## config.mk

```make
export PLATFORM = sky130hd
export DESIGN_NAME = mem_stage
export DESIGN_NICKNAME = d
export VERILOG_FILES = /design/src/rtl/mem_stage.sv
export SDC_FILE = /design/constraint.sdc
export NUM_CORES = 1
export LEC_CHECK = 0
export BUFFER_PORTS_ARGS = -buffer_cell sky130_fd_sc_hd__buf_2
export CORE_AREA = 2 2 135 137
export DETAILED_ROUTE_END_ITERATION = 16
export DIE_AREA = 0 0 137 139
export GPL_TIMING_DRIVEN = 0
export PLACE_DENSITY = 0.78
export REMOVE_ABC_BUFFERS = 1
export SLEW_MARGIN = 40
export SYNTH_ARGS = -nofsm -noshare
export SYNTH_HDL_FRONTEND = slang
export SYNTH_SLANG_ARGS = --single-unit
```

## constraint.sdc

```tcl
create_clock -name clk -period 5.2 [get_ports clk]
set_input_delay 0.26 -clock clk [delete_from_list [all_inputs] [get_ports clk]]
set_output_delay 0.26 -clock clk [all_outputs]
set_load 0.005 [all_outputs]
```

## src/rtl/mem_stage.sv

```systemverilog
// Memory stage: holds one EX instruction, aligns/extends SRAM load data and hands it to WB.
// Optional macro MS_FWD_EN adds the ms_fwd_bus forwarding/block port.
module mem_stage (
  input  logic         clk,
  input  logic         reset,
  // Handshake: a transfer occurs on a clock edge where the producer's valid and the
  // consumer's allowin are both high; a flush on that edge discards the transfer.
  input  logic         es2ms_valid,
  output logic         ms_allowin,
  input  logic [156:0] es2ms_bus,
  input  logic         ws_allowin,
  output logic         ms2ws_valid,
  output logic [151:0] ms2ws_bus,
  input  logic [31:0]  data_sram_rdata,
  input  logic         wb_ex,
  input  logic         ertn_flush,
  output logic         ms_ex
`ifdef MS_FWD_EN
  ,
  output logic [38:0]  ms_fwd_bus
`endif
);

  localparam logic [4:0] LD_B  = 5'b10000;
  localparam logic [4:0] LD_H  = 5'b01000;
  localparam logic [4:0] LD_W  = 5'b00100;
  localparam logic [4:0] LD_BU = 5'b00010;
  localparam logic [4:0] LD_HU = 5'b00001;

  logic        ms_ready_go;
  logic        flush;
  logic        capture;

  logic        ms_valid_q;
  logic        ms_valid_d;

  logic [31:0] pc_q;
  logic        gr_we_q;
  logic [4:0]  dest_q;
  logic [31:0] alu_result_q;
  logic [4:0]  load_op_q;
  logic [81:0] except_zip_q;

  logic        hold_valid_q;
  logic        hold_valid_d;
  logic [31:0] hold_data_q;
  logic [31:0] hold_data_d;

  logic [31:0] rdata_sel;
  logic [7:0]  byte_sel;
  logic [15:0] half_sel;
  logic [31:0] load_data;
  logic [31:0] final_result;

  assign ms_ready_go = 1'b1;
  assign flush       = wb_ex | ertn_flush;
  assign ms_allowin  = !ms_valid_q || (ms_ready_go && ws_allowin);
  assign ms2ws_valid = ms_valid_q & ms_ready_go;
  assign capture     = es2ms_valid & ms_allowin;

  always_comb begin
    ms_valid_d = ms_valid_q;
    if (flush) begin
      ms_valid_d = 1'b0;
    end else if (ms_allowin) begin
      ms_valid_d = es2ms_valid;
    end
  end

  always_ff @(posedge clk) begin
    if (reset) begin
      ms_valid_q <= 1'b0;
    end else begin
      ms_valid_q <= ms_valid_d;
    end
  end

  // Payload is qualified by ms_valid_q everywhere, so it carries no reset.
  always_ff @(posedge clk) begin
    if (capture) begin
      pc_q         <= es2ms_bus[156:125];
      gr_we_q      <= es2ms_bus[124];
      dest_q       <= es2ms_bus[123:119];
      alu_result_q <= es2ms_bus[118:87];
      load_op_q    <= es2ms_bus[86:82];
      except_zip_q <= es2ms_bus[81:0];
    end
  end

  // The SRAM word is only valid in the first cycle; a stall freezes it here until departure.
  always_comb begin
    hold_valid_d = hold_valid_q;
    hold_data_d  = hold_data_q;
    if (flush || ms_allowin) begin
      hold_valid_d = 1'b0;
    end else if (!hold_valid_q) begin
      hold_valid_d = 1'b1;
      hold_data_d  = data_sram_rdata;
    end
  end

  always_ff @(posedge clk) begin
    if (reset) begin
      hold_valid_q <= 1'b0;
    end else begin
      hold_valid_q <= hold_valid_d;
    end
  end

  always_ff @(posedge clk) begin
    hold_data_q <= hold_data_d;
  end

  assign rdata_sel = hold_valid_q ? hold_data_q : data_sram_rdata;

  always_comb begin
    byte_sel = rdata_sel[7:0];
    case (alu_result_q[1:0])
      2'd0:    byte_sel = rdata_sel[7:0];
      2'd1:    byte_sel = rdata_sel[15:8];
      2'd2:    byte_sel = rdata_sel[23:16];
      default: byte_sel = rdata_sel[31:24];
    endcase
  end

  assign half_sel = alu_result_q[1] ? rdata_sel[31:16] : rdata_sel[15:0];

  always_comb begin
    load_data = 32'h0;
    case (load_op_q)
      LD_B:    load_data = {{24{byte_sel[7]}}, byte_sel};
      LD_H:    load_data = {{16{half_sel[15]}}, half_sel};
      LD_W:    load_data = rdata_sel;
      LD_BU:   load_data = {24'h0, byte_sel};
      LD_HU:   load_data = {16'h0, half_sel};
      default: load_data = 32'h0;
    endcase
  end

  assign final_result = (load_op_q != 5'd0) ? load_data : alu_result_q;

  assign ms2ws_bus = ms_valid_q ? {pc_q, gr_we_q, dest_q, final_result, except_zip_q}
                                : 152'h0;

  assign ms_ex = ms_valid_q & (except_zip_q[3] | except_zip_q[2]);

`ifdef MS_FWD_EN
  logic        fwd_we;
  logic [4:0]  fwd_dest;
  logic [31:0] fwd_data;
  logic        ms_block;

  // A CSR read result is produced in WB, so consumers must stall rather than forward.
  assign fwd_we     = ms_valid_q & gr_we_q & (dest_q != 5'd0);
  assign fwd_dest   = ms_valid_q ? dest_q : 5'd0;
  assign fwd_data   = ms_valid_q ? final_result : 32'h0;
  assign ms_block   = ms_valid_q & except_zip_q[1];
  assign ms_fwd_bus = {fwd_we, fwd_dest, fwd_data, ms_block};
`endif

endmodule

```

# [After elaboration in Yosys (flattened, before gate mapping)]
# Index checks and enable logic that the tools add are counted.
[op_classes] bitwise_logic=4 reduce_logical=6 n_mux=7 n_eq_ne=7
[op_table] op="$pmux 32 s5" n=1
[op_table] op="$mux 152" n=1
[op_table] op="$mux 32" n=2
[op_table] op="$pmux 8 s3" n=1
[op_table] op="$mux 16" n=1
[op_table] op="$eq 5x1->1 const B" n=1
[op_table] op="$eq 5x2->1 const B" n=1
[op_table] op="$eq 5x3->1 const B" n=1
[op_table] op="$eq 5x4->1 const B" n=1
[op_table] op="$eq 5x5->1 const B" n=1
[op_table] op="$reduce_bool 5->1" n=1
[op_table] op="$and 1x1->1" n=2
[op_table] op="$eq 2x1->1 const B" n=1
[op_table] op="$eq 2x2->1 const B" n=1
[op_table] op="$logic_not 2->1" n=1
[op_table] op="$logic_or 1x1->1" n=2
[op_table] op="$or 1x1->1" n=2
[op_table] op="$reduce_or 2->1" n=1
[op_table] op="$logic_not 1->1" n=1
[op_table] op="$mux 1" n=1
[totals] wordCells=33 input_bits=195 out_inout_bits=155 ff_bits=191

# [Depth between registers and ports, before layout]
[logic_depth] ltp_word=5 ltp_mapped=7

# [Worst setup path before layout]
# No wires, ideal clock.
[synth_timing] path_kind="flip-flop to flip-flop" startpoint="reg ms_valid_q (netlist: ms2ws_valid)" endpoint="reg alu_result_q[0], enable pin" setup_ns=0.536 n_path_buf=0 t_arrival_ns=4.110 path_stages_with_launch=3 path_slack_ns=0.554 path_cell_list="dfxtp_1 > nand2b_1 > and2_1"
[synth_between] elab_chain_cells=3
[synth_lines] element="from (decl)" line="34" source="logic ms_valid_q;"
[synth_lines] element="from (signal assigned)" line="74" source="ms_valid_q <= ms_valid_d;"
[synth_lines] element="$logic_not 1->1" line="57" source="assign ms_allowin = !ms_valid_q || (ms_ready_go && ws_allowin);"
[synth_lines] element="$logic_or 1x1->1" line="57"
[synth_lines] element="via ms_allowin" line="9" source="output logic ms_allowin,"
[synth_lines] element="$and 1x1->1" line="59" source="assign capture = es2ms_valid & ms_allowin;"
[synth_lines] element="via capture" line="32" source="logic capture;"
[synth_lines] element="to (signal assigned)" line="84" source="alu_result_q <= es2ms_bus[118:87];"
[synth_lines] element="to (decl)" line="40" source="logic [31:0] alu_result_q;"
# The timed path passes the listed nets, and every way through them passes these cells.
# A chain may end at the register's enable or synchronous reset.

# [Worst setup path in the final report]
[layout_timing] startpoint="reg alu_result_q[0]" endpoint="out ms2ws_bus[101]"
[layout_between] elab_chain_cells=5
[layout_lines] element="$eq 2x2->1, or another cell as far along" line="118" source="case (alu_result_q[1:0])"
[layout_lines] element="$pmux 8 s3 *" line="118"
[layout_lines] element="$pmux 32 s5 *" line="130" source="case (load_op_q)"
[layout_lines] element="$mux 32 *" line="140" source="assign final_result = (load_op_q != 5'd0) ? load_data : alu_result_q;"
[layout_lines] element="$mux 152 *" line="142" source="assign ms2ws_bus = ms_valid_q ? {pc_q, gr_we_q, dest_q, final_result, except_zip_q}"
[layout_lines] element="to (decl)" line="13" source="output logic [151:0] ms2ws_bus,"
# Every way passes the cells marked *; elsewhere a longest branch is shown, timed or not.

==> out/metrics.yaml <==
status: "complete, no violations"
hold_path_end: "pc_q[17]"
finalSetupViolCount: 0
skew_ns: 0.01126
cts_root_buffer: "clkbuf_16"
slew_violations: 0
clk_path_buf_depth: 2
ir_worst_vdd_mv: 0.2937
startpoint_type: "register"
finalInstanceArea_um2: 11830
intPower_mw: 2.563
synth_area_um2: 8283
fin_crit_ns: 3.018
fin_hold_ws_ns: 0.01422
synth_top_area_share_pct: 68.52
ys.flop_type: "edfxtp_1"
antenna_found_initial: 2
dieArea_um2: 19040
io_pins: 350
timing.final.crit_share_pct: 58.03
drv_cap: 0
regToRegEndpoint: "hold_data_q[20]"
fin_nets: 1160
pwr-share-seq_pct: 54.4
cts_resized: 0
grt_overflow: 0
hp-class: "input pin to register"
yosys_register_bits: 191
fp.dieH_um: 139
gr-usage-all-layers_pct: 24.18
synth-edff-count: 189
core_um2: 17660
cts_tree: "built"
max_slew.worst_pin.slew_ns: 0.7765
clk_latency_ns: 0.43
rr_worst_depth: 4
r2r_setup_slack_ns: 2.98
dpl-instance-area_um2: 10300
timing.rr.start: "ms2ws_valid"
drc: 0
first_pass_iters: 5
rows: 49
area_growth_pct: 42.87
path_clk_slew_ns: 0.07
setup_tns_ns: 0
avgRoutedWirePerCell_um: 20.57
syn_inst: 523
grt_max_degree: 78
drt-initial-drc-count: 502
total_leakage_power_nw: 4.991
worstPathRequired_ns: 4.94
cp-end-kind: "output pin"
path_class: "register to output pin"
wirelength_um: 24850
hold_start: "es2ms_bus[142]"
post-dp-hpwl_um: 15720
rsz0062_at_grt: "false"
ant_nets: 0
layout_common_cells: "351 x buf_2, 189 x edfxtp_1, 122 x and2_1"
syn_avg_cell_area_um2: 15.84
grt_pass1_vias: 6215
power_density_nw_per_um2: 280.1
drive_gt1_share_pct: 46.52
vias: 6383
netSwitchingPower_uw: 751.9
cts_max_level: 4
die_w_um: 137
synth.distinct_cells: 44
ys_warn_count: 0
clock_sinks: 191
pwr-share-clk_pct: 36.8
fmax_ghz: 0.3314
hold_depth: 1
power_mw: 3.315
grt_pass1_wl_um: 34310
seq_area_frac_synth_pct: 69.00
crit_path_max_fanout: 23
fin_ws_ns: 2.182
io_buffer_count: 349
swShare_pct: 22.68
finalHoldViolCount: 0
avgViaCountPerCell: 5.284
start_util_pct: 46.91
numCtsBuffers: 17
async_flop_share_pct: 0
place_worst_setup_slack_ns: 2.654
yosys.area.top_type: "edfxtp_1"
gp_congestion: 0.8343
synth.area.top_cells: "edfxtp_1 69%, and2_1 9.4%, mux2_2 4.4%, mux4_2 3.3%, a221oi_2 1.8%"
cp-startpoint: "alu_result_q[0]"
relSlewSlack_pct: 48.23
combPwrFrac_pct: 8.8
arrival_ns: 2.76
layout_commonest_cell: "buf_2"
nFillCells: 1240
## area by class of cell
class                           count  area, um^2  share of cell area [%]
Sequential cell                   191        5723                   48.36
Timing Repair Buffer              459        2885                   24.38
Multi-Input combinational cell    290        2374                   20.06
Clock buffer                       19       432.9                   3.658
Tap cell                          229       286.5                   2.421
Clock inverter                     13       107.6                  0.9093
Inverter                            6       22.52                  0.1903
Antenna cell                        1       2.502                 0.02115
## per-stage QoR
step	instances	utilization, %
6_report	1208	67.02
2_1_floorplan	487	-
4_1_cts	1176	65.25
3_3_place_gp	1065	57.37
3_5_place_dp	1076	58.33
5_1_grt	1208	67.02
## worst max-delay path by stage
stage	end	slack (ns)	depth (start not counted)
after global placement	except_zip_q[17]	-2.72	2
final	ms2ws_bus[101]	2.18	5
after detailed placement	ms2ws_bus[101]	2.65	5
after CTS	ms2ws_bus[101]	2.18	5
after floorplan	alu_result_q[0]	-0.36	2
after global routing	ms2ws_bus[104]	1.98	5
## sequential cells by signal, summed over array words and instances, names as in the netlist
name,flops
except_zip_q,82
alu_result_q,32
hold_data_q,32
pc_q,32
dest_q,5
load_op_q,5
gr_we_q,1
hold_valid_q,1
ms2ws_valid,1
## worst max-delay path: stages, from the launching register on
cell and delay [ns]:
edfxtp_1 0.71, mux2_2 0.26, a2bb2oi_1 0.29, nand3_2 0.54, a31oi_1 0.38, buf_2 0.15
## power by group through the flow
stage	combinational (mW)	sequential, mW	clock [mW]
after floorplan	0.0902	1.84	0
after global placement	0.202	1.85	0
after detailed placement	0.223	1.83	0
after CTS	0.264	1.80	1.23
after global routing	0.311	1.81	1.30
final	0.291	1.80	1.22
## synth_stat cells, drive strengths merged, types with 3 or more instances
master	count
a221oi	15
buf	20
mux4	14
mux2i	7
a22oi	4
a21oi	24
and2	124
nand3	4
a221o	3
a32oi	3
inv	6
clkbuf	16
nor2	6
nor3	3
edfxtp	189
o21ai	6
nand2	7
mux2	32
a222oi	9
a31oi	7
## kinds of logic (layout without fill, tap and decap cells)
group	count (synthesis)	in the layout	synth area share (%)
xor+xnor	2	2	0.2115
compound gates	79	79	7.613
buf+inv	42	497	2.523
flops	191	191	69.00
simple gates	156	156	11.56
mux	53	53	9.094
other cells	0	1	0
## routing by layer
metal / vias up / track usage [%] / routed length [um]
li1: 2902 / - / -
met1: 3049 / 26.78 / 8617
met5: - / 0 / 7
met3: 58 / 6.944 / 2283
met4: 2 / 11.77 / 962
met2: 372 / 42.16 / 12980
## timing repair
item                                   CTS  global route
endpoints found under the hold margin   69            31
hold buffers                            68            31
setup endpoints to repair                0             0
buffers inserted                         0             0
No activity file was read; power rests on OpenSTA's default activity.
